`src/rtl/alu_pair_seq.sv`:
```
// 16-bit register-pair arithmetic (addp/adcp/subp/sbcp/cmpp) sequenced as two
// carry-chained passes through the shared 8-bit ALU, low byte first.
package pkg_alu;
  typedef enum logic [3:0] {
    alu_op_add = 4'd0,
    alu_op_adc,
    alu_op_sub,
    alu_op_sbc,
    alu_op_and,
    alu_op_or,
    alu_op_xor,
    alu_op_shl,
    alu_op_shr
  } alu_oper;
endpackage

module alu_pair_seq #(
  parameter int DATA_W = 8,
  parameter int PF_W   = 4,
  parameter int PF_C   = 1,
  parameter int PF_Z   = 0
) (
  input  logic                  clk,
  input  logic                  reset,
  input  logic                  start,
  input  logic [2:0]            op,
  input  logic [2*DATA_W-1:0]   a_in,
  input  logic [2*DATA_W-1:0]   b_in,
  input  logic [PF_W-1:0]       flags_in,
  output pkg_alu::alu_oper      alu_oper,
  output logic [DATA_W-1:0]     alu_a_lo,
  output logic [DATA_W-1:0]     alu_b,
  output logic [PF_W-1:0]       alu_flags_in,
  input  logic [DATA_W-1:0]     alu_out_lo,
  input  logic [PF_W-1:0]       alu_flags_out,
  output logic                  busy,
  output logic                  done,
  output logic [2*DATA_W-1:0]   result,
  output logic                  result_we,
  output logic [PF_W-1:0]       flags_out
);

  localparam int PW = 2 * DATA_W;

  typedef enum logic [1:0] {ST_IDLE, ST_LO, ST_HI, ST_FIN} state_t;
  typedef enum logic [2:0] {OP_ADDP, OP_ADCP, OP_SUBP, OP_SBCP, OP_CMPP} pair_op_t;

  state_t            state_q, state_d;
  pair_op_t          op_q, op_d;
  logic [PW-1:0]     a_q, a_d, b_q, b_d;
  logic [PF_W-1:0]   fl_q, fl_d;
  logic [DATA_W-1:0] lo_q, lo_d, hi_q, hi_d;
  logic              c_q, c_d;
  logic              busy_q, busy_d, done_q, done_d, result_we_q, result_we_d;
  logic [PW-1:0]     result_q, result_d;
  logic [PF_W-1:0]   flags_out_q, flags_out_d;

  // Only the carry is taken from the ALU flags; the byte-wide Z is meaningless here.
  logic unused_alu_flags;
  assign unused_alu_flags = ^alu_flags_out;

  always_comb begin
    state_d     = state_q;
    op_d        = op_q;
    a_d         = a_q;
    b_d         = b_q;
    fl_d        = fl_q;
    lo_d        = lo_q;
    hi_d        = hi_q;
    c_d         = c_q;
    done_d      = 1'b0;
    result_we_d = 1'b0;
    result_d    = result_q;
    flags_out_d = flags_out_q;
    case (state_q)
      ST_IDLE: begin
        if (start && (op <= 3'd4)) begin
          a_d     = a_in;
          b_d     = b_in;
          op_d    = pair_op_t'(op);
          fl_d    = flags_in;
          state_d = ST_LO;
        end
      end
      ST_LO: begin
        lo_d    = alu_out_lo;
        c_d     = alu_flags_out[PF_C];
        state_d = ST_HI;
      end
      ST_HI: begin
        hi_d    = alu_out_lo;
        c_d     = alu_flags_out[PF_C];
        state_d = ST_FIN;
      end
      ST_FIN: begin
        done_d            = 1'b1;
        result_we_d       = (op_q != OP_CMPP);
        result_d          = {hi_q, lo_q};
        flags_out_d       = fl_q;
        flags_out_d[PF_C] = c_q;
        flags_out_d[PF_Z] = ({hi_q, lo_q} == '0);
        state_d           = ST_IDLE;
      end
      default: state_d = ST_IDLE;
    endcase
    busy_d = (state_d != ST_IDLE);
  end

  // ALU operand/opcode mux; parked at the add/zero idle values outside LO and HI.
  always_comb begin
    alu_oper     = pkg_alu::alu_op_add;
    alu_a_lo     = '0;
    alu_b        = '0;
    alu_flags_in = '0;
    case (state_q)
      ST_LO: begin
        alu_a_lo     = a_q[DATA_W-1:0];
        alu_b        = b_q[DATA_W-1:0];
        alu_flags_in = fl_q;
        case (op_q)
          OP_ADCP: alu_oper = pkg_alu::alu_op_adc;
          OP_SBCP: alu_oper = pkg_alu::alu_op_sbc;
          OP_ADDP: begin
            alu_oper           = pkg_alu::alu_op_add;
            alu_flags_in[PF_C] = 1'b0;
          end
          default: begin
            alu_oper           = pkg_alu::alu_op_sub;
            alu_flags_in[PF_C] = 1'b0;
          end
        endcase
      end
      ST_HI: begin
        alu_a_lo           = a_q[PW-1:DATA_W];
        alu_b              = b_q[PW-1:DATA_W];
        alu_flags_in       = fl_q;
        alu_flags_in[PF_C] = c_q;
        alu_oper           = ((op_q == OP_ADDP) || (op_q == OP_ADCP)) ?
                             pkg_alu::alu_op_adc : pkg_alu::alu_op_sbc;
      end
      default: ;
    endcase
  end

  always_ff @(posedge clk) begin
    if (reset) begin
      state_q     <= ST_IDLE;
      op_q        <= OP_ADDP;
      a_q         <= '0;
      b_q         <= '0;
      fl_q        <= '0;
      lo_q        <= '0;
      hi_q        <= '0;
      c_q         <= 1'b0;
      busy_q      <= 1'b0;
      done_q      <= 1'b0;
      result_we_q <= 1'b0;
      result_q    <= '0;
      flags_out_q <= '0;
    end else begin
      state_q     <= state_d;
      op_q        <= op_d;
      a_q         <= a_d;
      b_q         <= b_d;
      fl_q        <= fl_d;
      lo_q        <= lo_d;
      hi_q        <= hi_d;
      c_q         <= c_d;
      busy_q      <= busy_d;
      done_q      <= done_d;
      result_we_q <= result_we_d;
      result_q    <= result_d;
      flags_out_q <= flags_out_d;
    end
  end

  assign busy      = busy_q;
  assign done      = done_q;
  assign result_we = result_we_q;
  assign result    = result_q;
  assign flags_out = flags_out_q;

endmodule

```
`config.mk`:
```
export PLATFORM = sky130hd
export DESIGN_NAME = alu_pair_seq
export DESIGN_NICKNAME = d
export VERILOG_FILES = /design/src/rtl/alu_pair_seq.sv
export SDC_FILE = /design/constraint.sdc
export NUM_CORES = 1
export LEC_CHECK = 0
export BUFFER_PORTS_ARGS = -buffer_cell sky130_fd_sc_hd__buf_4
export CAP_MARGIN = 20
export CORE_MARGIN = 2
export CORE_UTILIZATION = 45
export CTS_CLUSTER_SIZE = 28
export DETAILED_ROUTE_END_ITERATION = 8
export HOLD_SLACK_MARGIN = 0.05
export MAX_ROUTING_LAYER = met4
export PLACE_DENSITY_LB_ADDON = 0.05
export SLEW_MARGIN = 30
export SYNTH_ARGS = -nofsm -noshare
export SYNTH_HDL_FRONTEND = slang
export SYNTH_SLANG_ARGS = --single-unit
```
`constraint.sdc`:
```
create_clock -name clk -period 1.3 [get_ports clk]
set_input_delay 0.195 -clock clk [delete_from_list [all_inputs] [get_ports clk]]
set_output_delay 0.195 -clock clk [all_outputs]
set_load 0.01 [all_outputs]
```
Word level (Yosys, flattened, before mapping)
Index checks and enable logic that the tools add are counted.
{ "classes": {"n_mux": 10, "n_bitwise": 1, "reduce_logical": 10, "magnitude_cmp": 1, "n_eq_ne": 6} }
{ "op_table": {"columns": ["operator", "n"], "rows": [
  ["8-bit one-hot mux with 2 select lines", 2],
  ["16-bit logical NOT", 1],
  ["2-bit one-hot mux with 4 select lines", 1],
  ["4-bit one-hot mux with 2 select lines", 1],
  ["2-bit one-hot mux with 3 select lines", 1],
  ["2-bit OR reduction", 3],
  ["2-bit equality test (second input constant)", 2],
  ["2-bit two-way mux", 2],
  ["2-bit one-hot mux with 2 select lines", 1],
  ["3-bit by 1-bit equality test with 1-bit output (second input constant)", 1],
  ["3-bit by 2-bit equality test with 1-bit output (second input constant)", 1],
  ["3-bit <= comparator (second input constant)", 1],
  ["3-bit logical NOT", 1],
  ["3-bit != test (second input constant)", 1],
  ["2-bit by 1-bit equality test with 1-bit output (second input constant)", 1],
  ["2-bit logical NOT", 1],
  ["1-bit two-way mux", 2],
  ["2-bit AND reduction", 1],
  ["2-bit nonzero test", 1],
  ["1-bit logical AND", 1],
  ["1-bit logical OR", 1],
  ["1-bit inverter", 1]
]} }
{ "totals": {"reg_bits": 81, "wordCells": 41, "out_inout_bits": 47, "inputBits": 54} }

Depth between registers and ports, before layout
Gate-level depths: netlist of run 1.
{ "depth": {"depth_word": 5, "depth_mapped": 7, "ltp_nobuf": 5} }

Worst setup path before layout of run 1
No wires, ideal clock.
{ "synth_path": {"kind": "reg2out", "startpoint": "reg state_q[0]", "endpoint": "out alu_flags_in[1]", "setup_slack_ns": -0.094, "path_buffers": 2, "arrival_ns": 1.199, "path_stages_with_launch": 7, "path_cell_list": "dfxtp_1 inv_1 ha_1 buf_4 buf_2 a22oi_1 nor2_1"} }
{ "synth_via": {"elab_chain_cells": 2} }
{ "synth_rtl": {"columns": ["item", "line", "text"], "rows": [
  ["from (decl)", "48", "state_t state_q, state_d;"],
  ["from (signal assigned)", "161", "state_q <= state_d;"],
  ["2-bit equality test or 2-bit by 1-bit equality test with 1-bit output (tied branches)", "115", "case (state_q)"],
  ["4-bit one-hot mux with 2 select lines (*)", "115", null],
  ["to (decl)", "33", "output logic [PF_W-1:0] alu_flags_in,"]
]} }
Every way passes the cells marked *; elsewhere a longest branch is shown, timed or not.

Final worst setup path of run 1
{ "layout_path": {"startpoint": "reg state_q[0]", "endpoint": "out alu_a_lo[1]"} }
{ "layout_via": {"elab_chain_cells": 2} }
{ "layout_rtl": {"columns": ["item", "line", "text"], "rows": [
  ["2-bit equality test or 2-bit by 1-bit equality test with 1-bit output (tied branches)", "115", null],
  ["8-bit one-hot mux with 2 select lines (*)", "115", null],
  ["to (decl)", "31", "output logic [DATA_W-1:0] alu_a_lo,"]
]} }
Marks and branches as above.

==> flow_metrics.tcl, run 1 <==
set metrics [dict create \
    worst_setup_path_start_kind "flop" \
    slowest_delay_ns 0.38 \
    placed_cell_area_um2 4210 \
    syn_area_um2 3370 \
    fin_crit_sh_pct 132 \
    worstPathRequired_ns 1.11 \
    drt_iter0_drc 86 \
    grt-ovfl-total 0 \
    cts.sink_count 81 \
    yosys_most_used_dff "dfxtp_1" \
    grt_antenna_before_repair 0 \
    antenna_left 0 \
    synth.most_common_cell "dfxtp_1" \
    setup_viol 45 \
    violations "negative setup slack" \
    dp_slack_ns -0.168 \
    syn2layout_area_growth_pct 51.5 \
    numCtsBuffers 9 \
    synth_top_area_cell "dfxtp_1" \
    via_per_inst 5.46 \
    synthTopCellsByArea "dfxtp_1, mux2i_1, nor2_1, a21oi_1, nand3_1" \
    cts_tree "yes" \
    clkLatencyLatePin_ns 0.36 \
    synthDistinctLibCells 30 \
    avgSynthCellArea_um2 8.89 \
    slowest_stage "dfxtp_4" \
    synth.yosys.warnings 0 \
    finalNonFillerCells 582 \
    initial_core_util_pct 46.4 \
    synth_cells 379 \
    grt_pass1_wl_mm 13.8 \
    hold_depth 3 \
    fin_ws_ns -0.419 \
    synthArstFlopShare_pct 0 \
    hold_buffers 0 \
    wl_per_cell_um 16.8 \
    cts_max_level 3 \
    critical_path_arrival_ns 1.52 \
    seq_area_frac_synth_pct 48.1 \
    path_clk_slew_ns 0.08 \
    hold_viol_final 0 \
    first_global_vias 2806 \
    final_area_um2 5100 \
    dp_hpwl_mm 5.75 \
    criticalPathCategory "reg2out" \
    layout_min_cycle_time_ns 1.72 \
    drc_errors 0 \
    pin_count 101 \
    antenna_cells 0 \
    synth_edf_count 0 \
    core-area_um2 7250 \
    path_cells "inv_4 -> ha_4 -> inv_6 -> clkbuf_16 -> nor2_1 -> buf_4" \
    dpl.cell_count 557 \
    routed_wl_mm 9.75 \
    outcome "finished, violations left" \
    num_vias 3178 \
    synth_common_cells "dfxtp_1, nor2_1, a21oi_1, nand3_1, mux2i_1" \
    worst-slew-pin-transition_ns 0.728 \
    clockRootBuffer "clkbuf_8" \
    p_per_area_nw_per_um2 1290 \
    worstPathMaxFanout 9 \
    p_total_mw 6.58 \
    track_usage_pct 21.4 \
    leakagePower_nw 1.88 \
    fp.dieW_um 90.5 \
    finClkSkew_ns 0.0111 \
    max_slew_margin_pct 51.5 \
    grt_max_degree 40 \
    drv_cap 0 \
    synth-seq-cells 81 \
    nets 537 \
    hp-class "in2reg" \
    place.gp.congestion 0.792 \
    die_height_um 90.5 \
    max_freq_mhz 582 \
    r2r_setup_slack_ns -0.06 \
    dr.pass1.iters 4 \
    rr_worst_depth 6 \
    port_buffers 95 \
    drive_gt1_share_pct 47.8 \
    rows 31 \
    netlist.area_leader.share_pct 48.1 \
    dieArea_um2 8190 \
    clk_path_buf_depth 2 \
    report.final.slew_viol_count 0 \
    setup-tns-final_ns -9.11 \
    worst_ir_drop_vdd_uv 695 \
    rsz0062_at_grt "true" \
    end_kind "output pin" \
]
registers in the layout, indices dropped and copies added, names as in the netlist:
name,cells
a_q,16
b_q,16
result,16
hi_q,8
lo_q,8
fl_q,4
flags_out,4
op_q,3
state_q,2
busy,1
c_q,1
done,1
result_we,1
metrics by stage:
stage	util (%)	hold WS, ns
global placement	58.0	0.440
global route	70.4	0.0793
floorplan	-	0.342
detailed placement	58.0	0.442
finish	70.4	0.0823
CTS	62.6	0.0670
final timing paths:
check / startpoint / to
setup reg to reg: state_q[1] / fl_q[3]
setup / recovery: state_q[0] / alu_a_lo[1]
hold / removal: alu_out_lo[1] / lo_q[1]
hold reg to reg: b_q[14] / b_q[14]
routing by layer:
| layer | GRT usage (%) | share of wire, % | up-vias |
|---|---|---|---|
| met5 | - | 0 | - |
| met1 | 26.9 | 41 | 1525 |
| met3 | 7.10 | 6.6 | 23 |
| li1 | - | - | 1527 |
| met2 | 33.3 | 49 | 103 |
| met4 | 5.51 | 2.6 | 0 |
layout by cell type, fill, tap and decap left out, drive strengths merged:
master / synthesis / routed
buf: 25 / 121
dfxtp: 81 / 81
nor2: 59 / 59
a21oi: 40 / 40
o21ai: 40 / 40
nand3: 40 / 40
mux2i: 37 / 37
a22oi: 17 / 17
clkbuf: 13 / 14
inv: 4 / 5
nor4: 4 / 4
ha: 4 / 4
and2: 4 / 4
clkinvlp: 0 / 3
nand2: 3 / 3
conb: 1 / 2
o21a: 2 / 2
clkinv: 0 / 2
and3b: 1 / 1
nor2b: 1 / 1
o32ai: 1 / 1
a31oi: 1 / 1
a21boi: 1 / 1
worst max-delay path: cells and delay by family, from the launching register on:
kind | cells | cell delay, ns
buffers and inverters | 4 | 0.39
AND/OR/NAND/NOR | 1 | 0.11
adder cells (fa/ha/maj) | 1 | 0.29
flip-flops | 1 | 0.38
report_power, final:
group          leakage (nW)  switching [mW]  total, mW  internal, mW
Combinational          1.14            1.08       2.12          1.04
Clock                0.0777           0.946       1.63         0.688
Sequential            0.660           0.146       2.82          2.67
Total                  1.88            2.18       6.58          4.40
logic make-up after synthesis:
family	count (synthesis)	synth area share [%]
AOI/OAI and AO/OA	102	17.1
other	1	0.111
buffers and inverters	42	7.35
and+or+nand+nor	112	14.9
muxes	37	11.0
DFF	81	48.1
adders and majority gates	4	1.49
layout make-up:
type / count / area, µm²
Fill cell: 584 / 2150
Inverter: 4 / 25.0
Tap cell: 99 / 124
Timing Repair Buffer: 126 / 1170
Multi-Input combinational cell: 257 / 1980
Sequential cell: 81 / 1630
Clock buffer: 9 / 124
Clock inverter: 6 / 45.0
timing repair:
action	in CTS	in global routing
endpoints found under the setup margin	68	71
pin swaps	3	54
setup buffers	2	2
cloned	0	6
gates resized for setup	39	97
No activity file was read; power rests on OpenSTA's default activity.
==> run 2: changes to the inputs <==
--- a/config.mk
+++ b/config.mk
@@ -8,7 +8,7 @@
 export BUFFER_PORTS_ARGS = -buffer_cell sky130_fd_sc_hd__buf_4
 export CAP_MARGIN = 20
 export CORE_MARGIN = 2
-export CORE_UTILIZATION = 45
+export CORE_UTILIZATION = 46
 export CTS_CLUSTER_SIZE = 28
 export DETAILED_ROUTE_END_ITERATION = 8
 export HOLD_SLACK_MARGIN = 0.05
==> run 2 against run 1 <==
  * The flow still finishes with violations (negative setup slack)
  * Non-clock buffer count is 5 higher
  * Die area is 2.1% lower
  * Critical path depth stayed put
  * Clock skew is 0.0047 ns lower
  * Critical endpoint is now alu_flags_in[1]
  * Largest cell class unchanged
==> flow_metrics.tcl, run 2 (synthesized netlist as in run 1, its figures left out) <==
set metrics [dict create \
    worstPathRequired_ns 1.11 \
    layout_min_cycle_time_ns 1.74 \
    report.final.slew_viol_count 0 \
    cts.sink_count 81 \
    fin_crit_sh_pct 134 \
    final_cell_mix "buf_4, dfxtp_1, nor2_1" \
    pin_count 101 \
    die_height_um 89.6 \
    clkLatencyLatePin_ns 0.35 \
    routed_wl_mm 9.60 \
    crit_buf_inv 4 \
    slowest_stage "dfxtp_4" \
    grt_max_degree 49 \
    drv_cap 0 \
    clockRootBuffer "clkbuf_8" \
    num_vias 3164 \
    dp_hpwl_mm 5.91 \
    first_global_vias 2971 \
    max_slew_margin_pct 50.3 \
    worst_setup_path_start_kind "flop" \
    core-area_um2 7180 \
    grt-ovfl-total 0 \
    utilization_pct 69.5 \
    antenna_cells 0 \
    outcome "finished, violations left" \
    layout_commonest_cell "buf_4" \
    path_cells "inv_4 -> ha_4 -> inv_6 -> buf_6 -> nor2_1 -> buf_4" \
    port_buffers 95 \
    cts_max_level 3 \
    grt_pass1_wl_mm 14.5 \
    rows 31 \
    grt_antenna_before_repair 0 \
    nFillCells 581 \
    hold_viol_final 0 \
    initial_core_util_pct 46.9 \
    cts_tree "yes" \
    leakagePower_nw 1.89 \
    dr.pass1.iters 4 \
    violations "negative setup slack" \
    setup_viol 35 \
    via_per_inst 5.38 \
    p_total_mw 6.81 \
    drc_errors 0 \
    dieArea_um2 8020 \
    drt_iter0_drc 218 \
    clk_path_buf_depth 2 \
    worstPathMaxFanout 6 \
    slowest_delay_ns 0.39 \
    numCtsBuffers 9 \
    cp_top_family "flip-flops" \
    worst-slew-pin-transition_ns 0.746 \
    end_kind "output pin" \
    nets 542 \
    place.gp.congestion 0.803 \
    fin_ws_ns -0.440 \
    criticalPathCategory "reg2out" \
    max_freq_mhz 575 \
    syn2layout_area_growth_pct 48.0 \
    fp.dieW_um 89.6 \
    p_per_area_nw_per_um2 1370 \
    worst_ir_drop_vdd_uv 860 \
    hp-class "in2reg" \
    hold_buffers 0 \
    antenna_left 0 \
    drive_gt1_share_pct 42.5 \
    finClkSkew_ns 0.00639 \
    track_usage_pct 24.4 \
    path_clk_slew_ns 0.08 \
    wl_per_cell_um 16.3 \
    critical_path_arrival_ns 1.54 \
    rsz0062_at_grt "true" \
]
==> run 2: cell count changes in the layout (fill, tap and decap cells not counted), moves of 6 or more <==
cell	previous run	this run
nand3_1	17	40
a21oi_2	25	6
nand3_2	9	0
nand3_4	14	0
a21oi_1	15	34
nor2_1	48	42
==> run 2: metal layers <==
| metal | vias to the layer above | wire [µm] | part of all wire (%) | track usage, % |
|---|---|---|---|---|
| met2 | 96 | 4820 | 50 | 38.0 |
| met3 | 18 | 489 | 5.1 | 6.22 |
| met1 | 1518 | 4090 | 43 | 30.7 |
| li1 | 1532 | - | - | - |
| met4 | 0 | 201 | 2.1 | 8.68 |
| met5 | - | 0 | 0 | - |
==> run 2: worst min-delay path: cells and delay by family <==
kind,cells,cell delay (ns)
and+or+nand+nor,1,0.07
muxes,1,0.05
buffers and inverters,1,0.08
==> run 2: final cells by class <==
cell class	instances	area (µm²)	area share (%)
multi-input cells	257	1780	35.8
clock inverters	4	51.3	1.03
flip-flops and latches	81	1630	32.6
clock buffers	12	155	3.11
repair buffers	131	1220	24.4
inverters	4	25.0	0.502
well taps	99	124	2.48
==> run 2: report_power, final <==
group          switching (mW)  internal, mW  total, mW
sequential              0.145          2.67       2.82
combinational            1.05          1.04       2.09
clock                   0.916         0.994       1.91
total                    2.11          4.70       6.81
==> run 2: final timing paths <==
check                           depth (start not counted)         endpoint              from  slack [ns]
worst max-delay path                                    6  alu_flags_in[1]        state_q[0]       -0.44
worst min-delay path                                    3              c_q  alu_flags_out[1]        0.08
worst max register to register                          6           b_q[8]        state_q[0]       -0.03
worst min register to register                          1        result_we           op_q[2]        0.49
==> run 2: per-stage QoR <==
stage          setup slack (ns)  setup TNS (ns)  std cells  instance area [µm²]  hold WS (ns)
4_1_cts                  -0.414           -8.49        584                 4770        0.0657
5_1_grt                  -0.490          -12.07        588                 4980        0.0785
3_3_place_gp             -0.157           -2.63        561                 4220         0.435
2_1_floorplan          -0.00153        -0.00161        380                 3400         0.342
3_5_place_dp             -0.189           -4.20        561                 4220         0.441
6_report                 -0.440           -8.84        588                 4980        0.0758
==> run 2: what timing repair did <==
item / 4_1_cts / 5_1_grt
resized for setup: 72 / 49
setup endpoints to repair: 76 / 84
hold endpoints to repair: 0 / 0
buffers inserted: 5 / 2
pin swaps: 27 / 12
cloned: 2 / 4
==> run 3: changes to the inputs <==
--- a/config.mk
+++ b/config.mk
@@ -14,6 +14,7 @@
 export HOLD_SLACK_MARGIN = 0.05
 export MAX_ROUTING_LAYER = met4
 export PLACE_DENSITY_LB_ADDON = 0.05
+export REMOVE_ABC_BUFFERS = 1
 export SLEW_MARGIN = 30
 export SYNTH_ARGS = -nofsm -noshare
 export SYNTH_HDL_FRONTEND = slang
==> run 3 against run 2 <==
  * The run still ends with negative setup slack left
  * Power shrank 2.7%
  * Final cell count grew 0.17%
  * Via count shrank 2.2%
  * Clock skew shrank 0.0031 ns
  * Sequential power is essentially flat
  * Critical path depth grew 1
  * Cell area shrank 1.2%
  * Fmax grew 0.70%
  * Count of clock-buffer cells in the layout shrank 2
  * Sequential cell count is the same
  * Non-clock buffer count grew 1
  * First-iteration DRC count shrank 63%
  * Critical endpoint is now alu_oper[1]
==> flow_metrics.tcl, run 3 (synthesized netlist as in run 1, its figures left out) <==
set metrics [dict create \
    outcome "finished, violations left" \
    violations "negative setup slack" \
    utilization_pct 68.6 \
    max_freq_mhz 579 \
    layout_min_cycle_time_ns 1.73 \
    clkLatencyLatePin_ns 0.34 \
    pin_count 101 \
    end_kind "output pin" \
    place.gp.congestion 0.803 \
    path_cells "inv_4 -> ha_4 -> buf_12 -> nor2_4 -> nor2_4 -> o21a_1 -> buf_4" \
    report.final.slew_viol_count 0 \
    path_common_cell "nor2_4" \
    die_height_um 89.6 \
    p_per_area_nw_per_um2 1350 \
    slowest_delay_ns 0.37 \
    dr.pass1.iters 5 \
    p_switching_mw 2.04 \
    power_frac_seq_pct 42.4 \
    num_vias 3095 \
    via_per_inst 5.25 \
    dp_hpwl_mm 5.63 \
    final_area_um2 4930 \
    worstPathMaxFanout 5 \
    grt_antenna_before_repair 0 \
    timing.hold.ws_ns 0.0653 \
    antenna_left 0 \
    critical_path_arrival_ns 1.53 \
    placed_cell_area_um2 4280 \
    drt_iter0_drc 81 \
    rows 31 \
    slowest_stage "dfxtp_4" \
    hp-class "in2reg" \
    dieArea_um2 8020 \
    grt_max_degree 61 \
    swShare_pct 30.7 \
    hold_viol_final 0 \
    cts_max_level 3 \
    clockRootBuffer "clkbuf_8" \
    clk_path_buf_depth 2 \
    track_usage_pct 22.2 \
    finClkSkew_ns 0.00331 \
    drive_gt1_share_pct 41.0 \
    criticalPathCategory "reg2out" \
    routed_wl_mm 8.83 \
    fin_ws_ns -0.427 \
    finalNonFillerCells 589 \
    drc_errors 0 \
    layout_commonest_cell "buf_4" \
    combPwrFrac_pct 29.9 \
    numCtsBuffers 9 \
    wl_per_cell_um 15.0 \
    leakagePower_nw 1.89 \
    first_global_vias 2818 \
    grt-ovfl-total 0 \
    worst_ir_drop_vdd_uv 797 \
    path_clk_slew_ns 0.08 \
    setup-tns-final_ns -9.32 \
    drv_cap 0 \
    cts_tree "yes" \
    fp.dieW_um 89.6 \
    worstPathRequired_ns 1.11 \
    cts.sink_count 81 \
    dpl.cell_count 565 \
    hold_buffers 0 \
    port_buffers 95 \
    syn2layout_area_growth_pct 46.2 \
    grt_pass1_wl_mm 13.5 \
    final_cell_mix "buf_4, dfxtp_1, nor2_1" \
    initial_core_util_pct 46.9 \
    antenna_cells 0 \
    clockPowerShare_pct 27.6 \
    rsz0062_at_grt "true" \
    core-area_um2 7180 \
    fin_crit_sh_pct 133 \
    setup_viol 32 \
    p_int_mw 4.60 \
    worst_setup_path_start_kind "flop" \
    nets 543 \
]
-- run 3: cell types whose count changed in the layout (fill, tap and decap cells not counted), moves of 3 or more --
| cell | delta |
|---|---|
| a21oi_1 | +4 |
| a21oi_2 | -4 |
| buf_8 | -4 |
| nor2_1 | +3 |
| o21ai_0 | +10 |
| o21ai_1 | -10 |
-- run 3: layout make-up --
cell class / count / area (µm²)
fill: 572 / 2250
clock buffer: 10 / 128
inverter: 4 / 25.0
multi-input combinational: 257 / 1720
sequential: 81 / 1630
timing repair buffer: 132 / 1230
tap: 99 / 124
clock inverter: 6 / 67.6
-- run 3: layer usage --
layer,up-vias,global-route usage [%],share of wire [%]
met5,-,-,0
met4,0,7.87,2.2
met3,15,3.66,5.1
met2,95,36.3,50
met1,1447,27.7,43
li1,1538,-,-
-- run 3: repair_timing --
action | in CTS | in global routing
endpoints found under the setup margin | 96 | 74
pin swaps | 2 | 17
gates cloned | 1 | 3
gates resized for setup | 48 | 40
buffers inserted | 3 | 1
-- run 3: final timing paths --
kind | from | to | slack, ns | cells past startpoint
worst min register to register | a_q[1] | a_q[1] | 0.48 | 2
worst max-delay path | state_q[0] | alu_oper[1] | -0.43 | 7
worst min-delay path | reset | done | 0.07 | 2
worst max register to register | state_q[0] | busy | -0.11 | 7
-- run 3: through the flow --
stage | power (mW) | setup slack [ns]
finish | 6.63 | -0.427
global route | 6.94 | -0.490
CTS | 6.40 | -0.446
detailed placement | 4.29 | -0.318
global placement | 4.27 | -0.290
floorplan | 3.50 | -0.457
-- run 3: critical path, delay by kind of cell (launching register included) --
family | cells | cell delay, ns
flip-flops | 1 | 0.37
buffers and inverters | 3 | 0.33
AO/OA/AOI/OAI | 1 | 0.15
AND/OR/NAND/NOR | 2 | 0.15
adder cells (fa/ha/maj) | 1 | 0.19
-- run 3: power by group through the flow --
stage                     clock network, mW  logic (mW)  registers, mW
after detailed placement                  0        1.46           2.84
final                                  1.83        1.99           2.82
after floorplan                           0       0.690           2.81
after global placement                    0        1.44           2.83
after global routing                   1.97        2.13           2.84
after CTS                              1.85        1.74           2.81
